**src/rtl/div_issue_ctrl_if.sv**
```systemverilog
// Bundle of the request, divider and result channels of div_issue_ctrl.
// master: the issue controller. slave: the pipeline/divider around it.
// Valid/ready: a transfer happens on a rising clk edge where valid and
// ready are both high. A producer holds valid and payload stable until
// that edge. flush overrides every transfer in the same cycle.
interface div_issue_ctrl_if #(
    parameter int TAG_W = 5
);
    logic             flush;
    logic             in_valid;
    logic             in_ready;
    logic [1:0]       in_op;
    logic             in_word;
    logic [63:0]      in_src1;
    logic [63:0]      in_src2;
    logic [TAG_W-1:0] in_tag;
    logic             div_valid;
    logic [63:0]      div_a;
    logic [63:0]      div_b;
    logic             div_signed;
    logic             div_flush;
    logic             div_result_valid;
    logic [63:0]      div_quotient;
    logic [63:0]      div_remainder;
    logic             out_valid;
    logic             out_ready;
    logic [63:0]      out_result;
    logic [TAG_W-1:0] out_tag;

    modport master (
        input  flush, in_valid, in_op, in_word, in_src1, in_src2, in_tag,
        input  div_result_valid, div_quotient, div_remainder, out_ready,
        output in_ready, div_valid, div_a, div_b, div_signed, div_flush,
        output out_valid, out_result, out_tag
    );

    modport slave (
        output flush, in_valid, in_op, in_word, in_src1, in_src2, in_tag,
        output div_result_valid, div_quotient, div_remainder, out_ready,
        input  in_ready, div_valid, div_a, div_b, div_signed, div_flush,
        input  out_valid, out_result, out_tag
    );
endinterface

```
**src/rtl/div_issue_ctrl.sv**
```systemverilog
// Issue controller for a variable-latency 64-bit divider. Accepts one
// DIV/DIVU/REM/REMU (optionally W) request, launches the divider, selects
// quotient or remainder, fixes up divide-by-zero and signed overflow, and
// holds the result until the consumer takes it.
// Optional feature macro: DIV_FAST_PATH_EN -- divide-by-zero and signed
// overflow requests skip the divider and complete the cycle after accept.
module div_issue_ctrl #(
    parameter int TAG_W = 5
) (
    input  logic       clk,
    input  logic       reset,
    div_issue_ctrl_if.master bus,
    output logic [1:0] dbg_state_o
);
    typedef enum logic [1:0] {IDLE = 2'd0, LAUNCH = 2'd1, WAIT = 2'd2, DONE = 2'd3} state_t;

    state_t           state_q, state_d;
    logic [TAG_W-1:0] tag_q;
    logic [1:0]       op_q;
    logic             word_q;
    logic             signed_q;
    logic [63:0]      a_q, b_q, result_q;
    logic             accept;
    logic [63:0]      ext_a, ext_b;

    // W forms widen src[31:0]; unsigned ops zero-extend, signed ops sign-extend.
    function automatic logic [63:0] extend(input logic [63:0] v, input logic word, input logic sgn);
        if (!word) return v;
        if (sgn) return {{32{v[31]}}, v[31:0]};
        return {32'b0, v[31:0]};
    endfunction

    // Most-negative dividend as it appears after extension.
    function automatic logic [63:0] most_neg(input logic word);
        return word ? 64'hFFFF_FFFF_8000_0000 : 64'h8000_0000_0000_0000;
    endfunction

    // Pick quotient/remainder, override the divider for /0 and overflow,
    // and sign-extend bit 31 for W forms.
    function automatic logic [63:0] finalize(input logic [1:0] op, input logic word,
                                             input logic [63:0] a, input logic [63:0] b,
                                             input logic [63:0] q, input logic [63:0] r);
        logic [63:0] qs, rs, sel;
        qs = q;
        rs = r;
        if (b == 64'd0) begin
            qs = '1;
            rs = a;
        end else if (!op[0] && a == most_neg(word) && b == '1) begin
            qs = a;
            rs = '0;
        end
        sel = op[1] ? rs : qs;
        if (word) sel = {{32{sel[31]}}, sel[31:0]};
        return sel;
    endfunction

`ifdef DIV_FAST_PATH_EN
    logic fast_special;

    function automatic logic is_special(input logic [63:0] a, input logic [63:0] b,
                                        input logic sgn, input logic word);
        return (b == 64'd0) || (sgn && a == most_neg(word) && b == '1);
    endfunction

    assign fast_special = is_special(ext_a, ext_b, !bus.in_op[0], bus.in_word);
`endif

    assign accept = bus.in_valid && (state_q == IDLE) && !bus.flush;
    assign ext_a  = extend(bus.in_src1, bus.in_word, !bus.in_op[0]);
    assign ext_b  = extend(bus.in_src2, bus.in_word, !bus.in_op[0]);

    // State register.
    always_ff @(posedge clk) begin
        if (reset) state_q <= IDLE;
        else       state_q <= state_d;
    end

    // Next state; flush returns to IDLE from anywhere and beats every other event.
    always_comb begin
        state_d = state_q;
        case (state_q)
            IDLE: begin
                if (accept) begin
`ifdef DIV_FAST_PATH_EN
                    state_d = fast_special ? DONE : LAUNCH;
`else
                    state_d = LAUNCH;
`endif
                end
            end
            LAUNCH:  state_d = WAIT;
            WAIT:    if (bus.div_result_valid) state_d = DONE;
            DONE:    if (bus.out_ready) state_d = IDLE;
            default: state_d = IDLE;
        endcase
        if (bus.flush) state_d = IDLE;
    end

    // Request capture and result capture; operands stay put until the next accept.
    always_ff @(posedge clk) begin
        if (reset) begin
            tag_q    <= '0;
            op_q     <= '0;
            word_q   <= 1'b0;
            signed_q <= 1'b0;
            a_q      <= '0;
            b_q      <= '0;
            result_q <= '0;
        end else begin
            if (accept) begin
                tag_q    <= bus.in_tag;
                op_q     <= bus.in_op;
                word_q   <= bus.in_word;
                signed_q <= !bus.in_op[0];
                a_q      <= ext_a;
                b_q      <= ext_b;
`ifdef DIV_FAST_PATH_EN
                if (fast_special)
                    result_q <= finalize(bus.in_op, bus.in_word, ext_a, ext_b, '0, '0);
`endif
            end
            if (state_q == WAIT && bus.div_result_valid && !bus.flush)
                result_q <= finalize(op_q, word_q, a_q, b_q, bus.div_quotient, bus.div_remainder);
            if (bus.flush)
                result_q <= '0;
        end
    end

    assign bus.in_ready   = (state_q == IDLE);
    assign bus.div_valid  = (state_q == LAUNCH) && !bus.flush;
    assign bus.div_a      = a_q;
    assign bus.div_b      = b_q;
    assign bus.div_signed = signed_q;
    assign bus.div_flush  = bus.flush;
    assign bus.out_valid  = (state_q == DONE) && !bus.flush;
    assign bus.out_result = result_q;
    assign bus.out_tag    = tag_q;
    assign dbg_state_o    = state_q;
endmodule

```
**src/flat_wrapper.sv**
```systemverilog
// flat-port wrapper written by rule: the top's interface ports become plain ports
module div_issue_ctrl_flat 
#(
    parameter int TAG_W = 5
)
  (clk, reset, dbg_state_o, bus_flush, bus_in_valid, bus_in_op, bus_in_word, bus_in_src1, bus_in_src2, bus_in_tag, bus_div_result_valid, bus_div_quotient, bus_div_remainder, bus_out_ready, bus_in_ready, bus_div_valid, bus_div_a, bus_div_b, bus_div_signed, bus_div_flush, bus_out_valid, bus_out_result, bus_out_tag);
  div_issue_ctrl_if #(.TAG_W(TAG_W)) bus_i ();
  input  logic clk;
  input  logic reset;
  output logic [1:0] dbg_state_o;
  input wire logic [$bits(bus_i.flush)-1:0] bus_flush;
  input wire logic [$bits(bus_i.in_valid)-1:0] bus_in_valid;
  input wire logic [$bits(bus_i.in_op)-1:0] bus_in_op;
  input wire logic [$bits(bus_i.in_word)-1:0] bus_in_word;
  input wire logic [$bits(bus_i.in_src1)-1:0] bus_in_src1;
  input wire logic [$bits(bus_i.in_src2)-1:0] bus_in_src2;
  input wire logic [$bits(bus_i.in_tag)-1:0] bus_in_tag;
  input wire logic [$bits(bus_i.div_result_valid)-1:0] bus_div_result_valid;
  input wire logic [$bits(bus_i.div_quotient)-1:0] bus_div_quotient;
  input wire logic [$bits(bus_i.div_remainder)-1:0] bus_div_remainder;
  input wire logic [$bits(bus_i.out_ready)-1:0] bus_out_ready;
  output wire logic [$bits(bus_i.in_ready)-1:0] bus_in_ready;
  output wire logic [$bits(bus_i.div_valid)-1:0] bus_div_valid;
  output wire logic [$bits(bus_i.div_a)-1:0] bus_div_a;
  output wire logic [$bits(bus_i.div_b)-1:0] bus_div_b;
  output wire logic [$bits(bus_i.div_signed)-1:0] bus_div_signed;
  output wire logic [$bits(bus_i.div_flush)-1:0] bus_div_flush;
  output wire logic [$bits(bus_i.out_valid)-1:0] bus_out_valid;
  output wire logic [$bits(bus_i.out_result)-1:0] bus_out_result;
  output wire logic [$bits(bus_i.out_tag)-1:0] bus_out_tag;
  assign bus_i.flush = bus_flush;
  assign bus_i.in_valid = bus_in_valid;
  assign bus_i.in_op = bus_in_op;
  assign bus_i.in_word = bus_in_word;
  assign bus_i.in_src1 = bus_in_src1;
  assign bus_i.in_src2 = bus_in_src2;
  assign bus_i.in_tag = bus_in_tag;
  assign bus_i.div_result_valid = bus_div_result_valid;
  assign bus_i.div_quotient = bus_div_quotient;
  assign bus_i.div_remainder = bus_div_remainder;
  assign bus_i.out_ready = bus_out_ready;
  assign bus_in_ready = bus_i.in_ready;
  assign bus_div_valid = bus_i.div_valid;
  assign bus_div_a = bus_i.div_a;
  assign bus_div_b = bus_i.div_b;
  assign bus_div_signed = bus_i.div_signed;
  assign bus_div_flush = bus_i.div_flush;
  assign bus_out_valid = bus_i.out_valid;
  assign bus_out_result = bus_i.out_result;
  assign bus_out_tag = bus_i.out_tag;
  div_issue_ctrl #(.TAG_W(TAG_W)) u_core (.clk(clk), .reset(reset), .bus(bus_i), .dbg_state_o(dbg_state_o));
endmodule
```
**config.mk**
```make
export PLATFORM = sky130hd
export DESIGN_NAME = div_issue_ctrl_flat
export DESIGN_NICKNAME = d
export VERILOG_FILES = /design/src/rtl/div_issue_ctrl_if.sv /design/src/rtl/div_issue_ctrl.sv /design/src/flat_wrapper.sv
export SDC_FILE = /design/constraint.sdc
export NUM_CORES = 1
export LEC_CHECK = 0
export ABC_AREA = 1
export CAP_MARGIN = 20
export CORE_ASPECT_RATIO = 0.6
export CORE_UTILIZATION = 39
export DETAILED_ROUTE_END_ITERATION = 12
export PLACE_DENSITY_LB_ADDON = 0.25
export SLEW_MARGIN = 20
export SYNTH_ARGS = -nofsm -noshare
export SYNTH_HDL_FRONTEND = slang
export SYNTH_SLANG_ARGS = --single-unit
```
**constraint.sdc**
```tcl
create_clock -name clk -period 2.13 [get_ports clk]
set_clock_uncertainty 0.1 [all_clocks]
set_input_delay 0.426 -clock clk [delete_from_list [all_inputs] [get_ports clk]]
set_output_delay 0.426 -clock clk [all_outputs]
set_load 0.05 [all_outputs]
```
==> results of run 1 <==
-- layout make-up --
class	instances	area, um2
clock inverter	6	62.6
sequential	203	4180
multi-input combinational	1238	6260
tap	367	459
fill	2297	8370
timing repair buffer	706	6910
clock buffer	28	614
antenna	4	10.0
inverter	189	712
-- sequential cells by signal, indices dropped and copies added, names as in the netlist --
name,count
u_core.op_q,2
u_core.bus.div_signed,1
u_core.word_q,1
u_core.bus.out_tag,5
u_core.bus.div_a,64
u_core.bus.div_b,64
u_core.dbg_state_o,2
u_core.bus.out_result,64
-- worst min-delay path, delay by kind of cell --
kind / cells / cell delay [ns]
buffers and inverters: 1 / 0.39
and+or+nand+nor: 1 / 0.06
AOI/OAI and AO/OA: 1 / 0.06
-- per-layer routing --
layer | part of all wire | track usage | vias up
met5 | 0.00080 | 0 | -
met4 | 0.035 | 0.124 | 6
met3 | 0.11 | 0.0794 | 139
met2 | 0.44 | 0.531 | 870
met1 | 0.42 | 0.459 | 6647
li1 | - | - | 6890
-- metrics by stage --
stage	total power, W	setup slack [ns]	hold WS (ns)
detailed placement	0.00782	-0.414	0.353
floorplan	0.00608	0.00311	0.379
global placement	0.00778	-0.342	0.352
CTS	0.0116	-0.191	0.339
global route	0.0121	-0.305	0.356
finish	0.0117	-0.193	0.358
-- where the power goes --
part           switching, W  internal, W
sequential         0.000178      0.00406
combinational       0.00215      0.00148
clock               0.00166      0.00215
total               0.00399      0.00769
-- timing repair --
item | in CTS | in global routing
hold buffers | 0 | 0
cloned | 13 | 3
setup buffers | 17 | 4
setup endpoints to repair | 182 | 65
pin swaps | 60 | 45
resized for setup | 233 | 62
-- synth_stat cells (2+ instances only) --
master / instances
buf_2: 14
nand2_1: 433
buf_1: 20
nand3b_1: 3
o21ai_0: 141
o211ai_1: 12
nor2_4: 3
inv_1: 188
nor2_1: 221
ha_1: 4
dfxtp_1: 203
a221oi_1: 29
o21ai_1: 2
nand3_1: 197
nand4_1: 4
buf_4: 6
buf_6: 5
a21oi_1: 178
nor3_1: 5
a31oi_1: 2
clkbuf_1: 85
-- kinds of logic (layout without fill, tap and decap cells) --
family,Yosys count,after routing,share of synthesized area
AND/OR/NAND/NOR,868,868,0.326
AO/OA/AOI/OAI,366,366,0.181
buffers and inverters,319,929,0.117
flip-flops,203,203,0.371
adder cells (fa/ha/maj),4,4,0.00458
other,0,4,0
-- worst min-delay path by stage --
stage	slack (ns)	depth (start not counted)	endpoint
floorplan	0.38	2	u_core.op_q[0]
global placement	0.35	2	u_core.bus.out_result[27]
detailed placement	0.35	2	u_core.bus.out_result[18]
CTS	0.34	3	u_core.bus.div_a[59]
global route	0.36	3	u_core.bus.div_b[56]
finish	0.36	3	u_core.bus.div_a[59]
==> summary.md, run 1 <==
| Metric | Value |
|---|---|
| Outcome | finished with violations |
| Failing checks | setup timing |
| Chip height | 132 um |
| Final Slew Violations | 0 |
| Placed cell area | 17,400 um2 |
| # DRC | 0 |
| Normalized max-slew margin | 0.566 |
| Die ar. | 28,700 um2 |
| Max Cap Violations | 0 |
| Reg2reg setup slack | -0.19 ns |
| Cell family with most CP delay | buffers and inverters |
| DRT Wirelength | 52,300 um |
| Critical Path RT | 2.43 ns |
| Root Buffer | clkbuf_16 |
| Hold wc startpoint | bus_in_src1[59] |
| Vias per cell | 5.31 |
| Core ar. | 27,600 um2 |
| Routed vias | 14,552 |
| Placed Cells | 2,671 |
| Final period util | 1.09 |
| First-pass GRT wire length | 77,300 um |
| Setup TNS | -7.07 ns |
| Setup CP Type | flip-flop to flip-flop |
| Final std cells w/o fill | 2,741 |
| Mapped Cells | 1,760 |
| Setup crit end kind | flip-flop |
| Share of layout cells above drive strength 1 | 0.248 |
| Largest stage delay on the critical path | 0.32 ns |
| # rows | 47 |
| Io pins | 474 |
| Max VDD drop | 0.448 mV |
| Worst Hold Class | input pin to flip-flop |
| Worst Max-Slew Pin Slew | 0.651 ns |
| Ys flop type | dfxtp_1 |
| Seq/Total Area, Yosys | 0.371 |
| Crit path buf inv count | 5 |
| RD Place Congestion | 0.942 |
| Crit-path cells | buf_6 > nor2_4 > nand3_2 > o21ai_4 > buf_6 > nand2_4 > nor2_4 > nand3_4 > buf_8 > buf_12 > buf_16 > nand3_1 > o211ai_1 > nand2_1 > a21oi_1 |
| Final Setup Violations | 63 |
| CTS tree | done |
| Netlist cell types | 26 |
| Synth-to-Final Area Change | 75.6% |
| Post-synthesis cell area | 10,900 um2 |
| Longest Clk Path Bufs | 3 |
| Sink Count | 203 |
| Slowest stage cell, crit path | dfxtp_2 |
| Cell Pwr Density | 608 nW/um2 |
| Final Hold Viols | 0 |
| Final Instance Area | 19,200 um2 |
| CP Launch Type | flip-flop |
| Initial antenna violation count | 7 |
| Most common cell after layout, fill and taps aside | nand2_1 |
| Starting density of the core | 0.397 |
| RSZ-0062 raised after global routing | true |
| H-tree levels | 1 |
| Yosys top cell area share | 0.371 |
| Post-synthesis net count | 2,034 |
| Synthesized flop and latch total | 203 |
| P_leak | 9.46 nW |
| Vias in the first global route | 13,807 |
| Mean Syn Cell Area | 6.22 um2 |
| Critical-path maximum fanout | 6 |
| Fin util | 0.697 |
| Min Tclk post-route | 2.32 ns |
| Worst r2r src | u_core.word_q |
| CTS Buf Count | 22 |
| Initial DRT Pass Iterations | 6 |
| R2R Path End | u_core.bus.out_result[27] |
| Post-route setup slack | -0.193 ns |
| Largest net degree at the start of global routing | 65 |
| Clock-pin slew on the worst setup and hold paths | 0.06 ns |
| Most frequent cells in the layout | nand2_1, clkdlybuf4s50_1, buf_4 |
| Grt ovf | 0 |
| Post-synth EDFFs | 0 |
| Synth Warn # | 0 |
| Stages on worst setup path | 15 |
| Dominant cells by area after synthesis | dfxtp_1, nand2_1, nand3_1 |
| Critical Path Sink | u_core.bus.out_result[27] |
| Crit path DAT | 2.62 ns |
| Final Net Count | 2,634 |
| Die extent in x | 218 um |
| CP Launch Point | u_core.word_q |
| Cell depth of the worst flop-to-flop path | 15 |
| Total global-route track usage | 0.341 |
| # port buffers | 473 |
| Async set or reset register ratio after synthesis | 0 |
| ANT nets after route | 0 |
| Maximum clock rate | 0.430 GHz |
| Routed WL per cell | 19.1 um |
| Detailed placement HPWL | 35,900 um |
| Post-synth top area cell | dfxtp_1 |
| Clk Latency, worst-skew pair | 0.52 ns |
| DR iter-0 viols | 1,649 |
(Power assumes the default switching activity.)
==> run 2, diff against run 1 <==
- GPL_ROUTABILITY_DRIVEN: unset -> 1
==> results of run 2 <==
Same layout as run 1: the final DEF is identical, and so are final timing and power.
